**config.mk**
```make
export PLATFORM = sky130hd
export DESIGN_NAME = vx_rsp_tag_sched
export DESIGN_NICKNAME = d
export VERILOG_FILES = /design/src/rtl/vx_rsp_tag_sched_pkg.sv /design/src/rtl/vx_rsp_tag_sched_age_rr_picker.sv /design/src/rtl/vx_rsp_tag_sched_chk.sv /design/src/rtl/vx_rsp_tag_sched.sv
export SDC_FILE = /design/constraint.sdc
export NUM_CORES = 1
export LEC_CHECK = 0
export CORE_UTILIZATION = 49
export CTS_BUF_LIST = sky130_fd_sc_hd__clkbuf_4 sky130_fd_sc_hd__clkbuf_8 sky130_fd_sc_hd__clkbuf_16
export CTS_CLUSTER_DIAMETER = 60
export DETAILED_ROUTE_END_ITERATION = 10
export GPL_TIMING_DRIVEN = 0
export PLACE_DENSITY = 0.8
export SYNTH_ARGS = -nofsm -noshare
export SYNTH_HDL_FRONTEND = slang
export SYNTH_SLANG_ARGS = --single-unit
```
**constraint.sdc**
```tcl
create_clock -name clk -period 2.33 [get_ports clk]
set_clock_uncertainty 0.05 [all_clocks]
set_input_delay 0.466 -clock clk [delete_from_list [all_inputs] [get_ports clk]]
set_output_delay 0.466 -clock clk [all_outputs]
set_load 0.03 [all_outputs]
```
**src/rtl/vx_rsp_tag_sched_pkg.sv**
```systemverilog
// vx_rsp_sched_pkg: shared types and helpers for the core-response batch scheduler.
//   sched_state_e : scheduler states (IDLE, LOCK)
//   age_width()   : width of the per-bank skip counters for a given MAX_AGE
//   tag_id_match(): compares only the low id_bits of two tags (tags up to 32 bits)
package vx_rsp_sched_pkg;

  typedef enum logic [0:0] {
    IDLE = 1'b0,
    LOCK = 1'b1
  } sched_state_e;

  localparam int TAG_CMP_W = 32;

  function automatic int age_width(input int max_age);
    return $clog2(max_age + 1);
  endfunction

  // Callers zero-extend their tags to TAG_CMP_W bits before comparing.
  function automatic logic tag_id_match(input logic [TAG_CMP_W-1:0] tag_a,
                                        input logic [TAG_CMP_W-1:0] tag_b,
                                        input int                   id_bits);
    logic [TAG_CMP_W-1:0] mask_v;
    mask_v = (id_bits >= TAG_CMP_W) ? {TAG_CMP_W{1'b1}}
                                    : ((32'd1 << id_bits) - 32'd1);
    return ((tag_a ^ tag_b) & mask_v) == {TAG_CMP_W{1'b0}};
  endfunction

endpackage

```
**src/rtl/vx_rsp_tag_sched_age_rr_picker.sv**
```systemverilog
// vx_age_rr_picker: combinational leader picker.
//   valid      : per-bank request/response present
//   ages       : per-bank skip counters, AGE_W bits each, bank 0 in the low bits
//   rr_ptr     : round-robin start position
//   leader_idx : chosen bank (lowest aged bank, else first valid at/after rr_ptr)
//   found      : at least one bank is valid
module vx_age_rr_picker #(
  parameter int NUM_BANKS = 4,
  parameter int MAX_AGE   = 15,
  parameter int AGE_W     = 4,
  parameter int IDX_W     = 2
) (
  input  logic [NUM_BANKS-1:0]       valid,
  input  logic [NUM_BANKS*AGE_W-1:0] ages,
  input  logic [IDX_W-1:0]           rr_ptr,
  output logic [IDX_W-1:0]           leader_idx,
  output logic                       found
);

  logic             aged_found_s;
  logic [IDX_W-1:0] aged_idx_s;
  logic [IDX_W-1:0] rr_idx_s;

  // Aged scan runs from the top index down so the lowest aged bank is written last.
  always_comb begin
    aged_found_s = 1'b0;
    aged_idx_s   = {IDX_W{1'b0}};
    for (int i = NUM_BANKS - 1; i >= 0; i--) begin
      if (valid[i] && (ages[i*AGE_W +: AGE_W] >= AGE_W'(MAX_AGE))) begin
        aged_found_s = 1'b1;
        aged_idx_s   = IDX_W'(i);
      end else begin
        aged_found_s = aged_found_s;
        aged_idx_s   = aged_idx_s;
      end
    end
  end

  // Round-robin scan: offsets descend so the nearest valid slot after rr_ptr wins.
  always_comb begin
    int sum_v;
    int slot_v;
    sum_v    = 0;
    slot_v   = 0;
    rr_idx_s = {IDX_W{1'b0}};
    for (int k = NUM_BANKS - 1; k >= 0; k--) begin
      sum_v  = int'(rr_ptr) + k;
      slot_v = (sum_v >= NUM_BANKS) ? (sum_v - NUM_BANKS) : sum_v;
      if (valid[slot_v[IDX_W-1:0]]) begin
        rr_idx_s = slot_v[IDX_W-1:0];
      end else begin
        rr_idx_s = rr_idx_s;
      end
    end
  end

  assign found      = |valid;
  assign leader_idx = aged_found_s ? aged_idx_s : rr_idx_s;

endmodule

```
**src/rtl/vx_rsp_tag_sched_chk.sv**
```systemverilog
// vx_rsp_tag_sched_chk: protocol checker for the scheduler.
//   lock       : scheduler is holding a batch
//   lead_valid : bank_valid of the latched leader bank
module vx_rsp_tag_sched_chk (
  input logic clk,
  input logic reset_n,
  input logic lock,
  input logic lead_valid
);

  // A bank may not withdraw its response while it leads a locked batch.
  a_lead_stable: assert property (@(posedge clk) disable iff (!reset_n) lock |-> lead_valid);

endmodule

```
**src/rtl/vx_rsp_tag_sched.sv**
```systemverilog
// vx_rsp_tag_sched: groups bank responses sharing the leader's tag ID into one batch
// and holds it until the core response bus accepts it.
//   bank_valid/bank_tag/bank_ready : per-bank response handshake (bank i in slice i)
//   out_valid/out_tag/out_bmask    : batch presented downstream, out_ready accepts it
//   perf_batches / perf_stalls     : accepted batches / cycles stalled by out_ready
module vx_rsp_tag_sched
  import vx_rsp_sched_pkg::*;
#(
  parameter int NUM_BANKS        = 4,
  parameter int CORE_TAG_WIDTH   = 8,
  parameter int CORE_TAG_ID_BITS = 2,
  parameter int MAX_AGE          = 15
) (
  input  logic                                clk,
  input  logic                                reset_n,
  input  logic [NUM_BANKS-1:0]                bank_valid,
  input  logic [NUM_BANKS*CORE_TAG_WIDTH-1:0] bank_tag,
  output logic [NUM_BANKS-1:0]                bank_ready,
  output logic                                out_valid,
  output logic [CORE_TAG_WIDTH-1:0]           out_tag,
  output logic [NUM_BANKS-1:0]                out_bmask,
  input  logic                                out_ready,
  output logic [31:0]                         perf_batches,
  output logic [31:0]                         perf_stalls
);

  localparam int AGE_W = age_width(MAX_AGE);
  localparam int IDX_W = $clog2(NUM_BANKS);

  sched_state_e               state_r;
  logic [IDX_W-1:0]           lead_idx_r;
  logic [CORE_TAG_WIDTH-1:0]  lead_tag_r;
  logic [IDX_W-1:0]           rr_ptr_r;
  logic [NUM_BANKS*AGE_W-1:0] age_r;
  logic [31:0]                perf_batches_r;
  logic [31:0]                perf_stalls_r;

  logic                       lock_s;
  logic [NUM_BANKS-1:0]       bmask_s;
  logic [IDX_W-1:0]           pick_idx_s;
  logic                       pick_found_s;
  logic [CORE_TAG_WIDTH-1:0]  pick_tag_s;

  assign lock_s = (state_r == LOCK);

  vx_age_rr_picker #(
    .NUM_BANKS (NUM_BANKS),
    .MAX_AGE   (MAX_AGE),
    .AGE_W     (AGE_W),
    .IDX_W     (IDX_W)
  ) u_picker (
    .valid      (bank_valid),
    .ages       (age_r),
    .rr_ptr     (rr_ptr_r),
    .leader_idx (pick_idx_s),
    .found      (pick_found_s)
  );

  // Tag of the bank the picker selected, latched as lead_tag on entry to LOCK.
  always_comb begin
    pick_tag_s = {CORE_TAG_WIDTH{1'b0}};
    for (int i = 0; i < NUM_BANKS; i++) begin
      if (pick_idx_s == IDX_W'(i)) begin
        pick_tag_s = bank_tag[i*CORE_TAG_WIDTH +: CORE_TAG_WIDTH];
      end else begin
        pick_tag_s = pick_tag_s;
      end
    end
  end

  // Batch membership is live: a matching bank arriving mid-LOCK joins the batch.
  always_comb begin
    bmask_s = {NUM_BANKS{1'b0}};
    for (int i = 0; i < NUM_BANKS; i++) begin
      if (lock_s && bank_valid[i] &&
          tag_id_match(TAG_CMP_W'(bank_tag[i*CORE_TAG_WIDTH +: CORE_TAG_WIDTH]),
                       TAG_CMP_W'(lead_tag_r), CORE_TAG_ID_BITS)) begin
        bmask_s[i] = 1'b1;
      end else begin
        bmask_s[i] = 1'b0;
      end
    end
  end

  // Scheduler FSM with leader latch, rr pointer, bank ages and perf counters.
  always_ff @(posedge clk or negedge reset_n) begin
    if (!reset_n) begin
      state_r        <= IDLE;
      lead_idx_r     <= {IDX_W{1'b0}};
      lead_tag_r     <= {CORE_TAG_WIDTH{1'b0}};
      rr_ptr_r       <= {IDX_W{1'b0}};
      age_r          <= {(NUM_BANKS*AGE_W){1'b0}};
      perf_batches_r <= 32'd0;
      perf_stalls_r  <= 32'd0;
    end else begin
      case (state_r)
        IDLE: begin
          if (pick_found_s) begin
            state_r    <= LOCK;
            lead_idx_r <= pick_idx_s;
            lead_tag_r <= pick_tag_s;
          end
        end
        LOCK: begin
          if (out_ready) begin
            state_r        <= IDLE;
            rr_ptr_r       <= (lead_idx_r == IDX_W'(NUM_BANKS - 1)) ? {IDX_W{1'b0}}
                                                                    : lead_idx_r + IDX_W'(1);
            perf_batches_r <= perf_batches_r + 32'd1;
            // Served or empty banks restart; skipped banks age, saturating.
            for (int i = 0; i < NUM_BANKS; i++) begin
              if (bmask_s[i] || !bank_valid[i]) begin
                age_r[i*AGE_W +: AGE_W] <= {AGE_W{1'b0}};
              end else if (age_r[i*AGE_W +: AGE_W] < AGE_W'(MAX_AGE)) begin
                age_r[i*AGE_W +: AGE_W] <= age_r[i*AGE_W +: AGE_W] + AGE_W'(1);
              end else begin
                age_r[i*AGE_W +: AGE_W] <= age_r[i*AGE_W +: AGE_W];
              end
            end
          end else begin
            perf_stalls_r <= perf_stalls_r + 32'd1;
          end
        end
        default: state_r <= IDLE;
      endcase
    end
  end

  assign out_valid    = lock_s;
  assign out_tag      = lead_tag_r;
  assign out_bmask    = bmask_s;
  assign bank_ready   = bmask_s & {NUM_BANKS{out_ready}};
  assign perf_batches = perf_batches_r;
  assign perf_stalls  = perf_stalls_r;

  vx_rsp_tag_sched_chk u_chk (
    .clk        (clk),
    .reset_n    (reset_n),
    .lock       (lock_s),
    .lead_valid (bank_valid[lead_idx_r])
  );

endmodule

```
==> impl_metrics.tcl <==
set metrics [dict create \
    ant_nets 0 \
    endpoint_kind "output port" \
    syn-instance-count 445 \
    slowest_delay_ns 0.45 \
    syn_nets 491 \
    drive_above_1_share 0.110 \
    drcViolationCount 0 \
    dr.pass1.iters 5 \
    coreArea_sq_um 9200 \
    min_from "perf_stalls[31]" \
    cts_buffer_depth 2 \
    critPathRequiredTime_ns 1.81 \
    nFillCells 691 \
    wl_per_cell_um 15.3 \
    vias 3883 \
    finalHoldViolations 0 \
    critPathSlowestCell "clkdlybuf4s50_1" \
    synth-edff-count 0 \
    whs_ns 0.419 \
    yosys.cell_types.count 47 \
    status "finished, final reports clean" \
    htreeDepth 3 \
    grt_pass1_vias 3888 \
    die_height_um 99.3 \
    crit_path_max_fanout 3 \
    setup_viol 0 \
    grt_pass1_wl_um 17900 \
    root_buffer "clkbuf_8" \
    yosys_warnings 0 \
    finalCritPeriodShare 0.981 \
    tightest_slew_ns 0.508 \
    cts_tree "done" \
    cp-start-kind "input port" \
    detail_route.vias_per_cell 5.54 \
    peakVddDrop_v 0.000581 \
    synthFlopType "dfrtp_1" \
    rows 35 \
    routed_wirelength_um 10700 \
    numCtsBuffers 9 \
    fin_nets 631 \
    place_congestion 0.817 \
    fmax_ghz 0.437 \
    leakage_nw 2.76 \
    synthArstFlopShare 1.00 \
    r2r-end "out_tag[4]" \
    drt-initial-drc-count 140 \
    grt_antenna_before_repair 0 \
    clk_pin_slew_worst_paths_ns 0.08 \
    hold_path_class "flop to flop" \
    port-buffer-count 118 \
    die_area_sq_um 9860 \
    grt_max_degree 69 \
    seq_area_frac_synth 0.502 \
    min_delay_path_depth 1 \
    antennaDiodeCount 0 \
    crit_family "buffers and inverters" \
    powerDensity_nw_per_um2 883 \
    synth-seq-cells 93 \
    cts_sinks 93 \
    holdPathEnd "perf_stalls[31]" \
    synth_area_per_cell_sq_um 10.4 \
    crit_arrival_ns 1.77 \
    r2r-start "rr_ptr_r[1]" \
    p_total_mw 5.56 \
    drv_cap 0 \
    r2r_cells 7 \
    r2r_setup_slack_ns 0.13 \
    min_period_ns 2.29 \
    start_util 0.504 \
    num_io_pins 120 \
    insertion_delay_ns 0.36 \
    hpwl_um 7770 \
    worstSetupPathType "input port to output port" \
    die_w_um 99.3 \
    maxSlewHeadroom 0.658 \
    gr-total-overflow 0 \
    track_usage 0.227 \
    crit_chain "clkdlybuf4s50_1 -> xor2_1 -> nor4_4 -> and2_1 -> buf_4" \
    path_buf_inv 2 \
    syn_area_sq_um 4640 \
    drv_slew 0 \
    syn_to_final_growth_pct 35.8 \
]
[per-layer routing]
layer	track usage	routed length, um
met3	0.0415	571
met1	0.296	4750
met4	0.0781	144
met2	0.383	5280
met5	0	0
[cells in the mapped netlist, types with 5 or more instances]
library cell,instances,share of area
a21oi_1,13,0.014
a2111oi_0,5,0.0094
mux2_2,5,0.012
nand2_1,52,0.042
xnor2_1,53,0.10
nor2_1,25,0.020
nand4_1,18,0.024
xor2_1,17,0.032
a21boi_0,6,0.0097
and3_1,15,0.020
and2_1,7,0.0094
nor3_1,5,0.0054
clkbuf_1,6,0.0049
mux2i_1,11,0.024
dfrtp_1,93,0.50
nand2b_1,5,0.0067
nand3_1,29,0.031
o21ai_0,12,0.013
and4_1,7,0.013
ha_1,7,0.019
inv_1,7,0.0057
a211oi_1,5,0.0081
[worst max path at each step]
| stage | endpoint | slack (ns) | depth (start not counted) | start |
|---|---|---|---|---|
| after floorplan | bank_ready[3] | -0.17 | 4 | out_tag[0] |
| after global placement | perf_batches[23] | -2.68 | 1 | reset_n |
| after detailed placement | bank_ready[3] | -0.64 | 5 | bank_valid[3] |
| after CTS | bank_ready[3] | -0.04 | 5 | bank_tag[24] |
| after global routing | bank_ready[3] | -0.04 | 5 | bank_tag[25] |
| final | bank_ready[1] | 0.04 | 5 | bank_tag[8] |
[where the power goes]
group          internal [mW]  switching [mW]
clock network          0.540           0.580
logic                  0.940            1.21
registers               1.93           0.369
total                   3.41            2.16
[cell families (layout without fill, tap and decap cells)]
family,count (synthesis),in the layout,synth area share
buffers and inverters,19,163,0.0181
and+or+nand+nor,182,183,0.207
DFF,93,93,0.502
AOI/OAI and AO/OA,58,58,0.0863
adders and majority gates,7,7,0.0189
muxes,16,16,0.0359
xor gates and xnor gates,70,70,0.132
[state kept, by name (all words and copies together), names as in the netlist]
register      flops
lead_idx_r        2
age_r            16
out_valid         1
out_tag           8
perf_batches     32
perf_stalls      32
rr_ptr_r          2
[cell type report]
type | instances | area, sq um | share of cell area
Clock inverter | 5 | 58.8 | 0.00933
Multi-Input combinational cell | 334 | 2290 | 0.363
Clock buffer | 11 | 145 | 0.0230
Timing Repair Buffer | 130 | 1260 | 0.200
Inverter | 7 | 26.3 | 0.00417
Sequential cell | 93 | 2330 | 0.370
Buffer | 10 | 51.3 | 0.00814
Tap cell | 111 | 139 | 0.0220
[repair_timing]
item                                    CTS  global route
hold endpoints to repair                 25             0
cloned                                    0             1
setup buffers                             5             5
hold buffers                              1             0
endpoints found under the setup margin   21            18
pin swaps                                 5             3
resized for setup                        33            17
[metrics by stage]
stage	cell area, sq um	instances	setup TNS (ns)	utilization	setup WS, ns
after global placement	5990	674	-264.31	0.651	-2.68
final	6300	701	0	0.685	0.0438
after CTS	6260	695	-0.0437	0.681	-0.0437
after floorplan	4670	445	-0.171	-	-0.171
after detailed placement	6020	675	-17.06	0.654	-0.642
after global routing	6300	701	-0.0548	0.685	-0.0357
[cell usage in the layout, fill, tap and decap left out, types with 8 or more instances in the layout]
cell type	Yosys	final
clkdlybuf4s50_1	0	104
dfrtp_1	93	91
xnor2_1	53	53
nand2_1	52	52
nand3_1	29	29
nor2_1	25	25
nand4_1	18	18
xor2_1	17	17
and3_1	15	15
buf_4	2	14
a21oi_1	13	13
o21ai_0	12	12
mux2i_1	11	11
clkbuf_8	0	10
buf_2	4	8
Note: power is estimated with default switching activity, not from simulation.
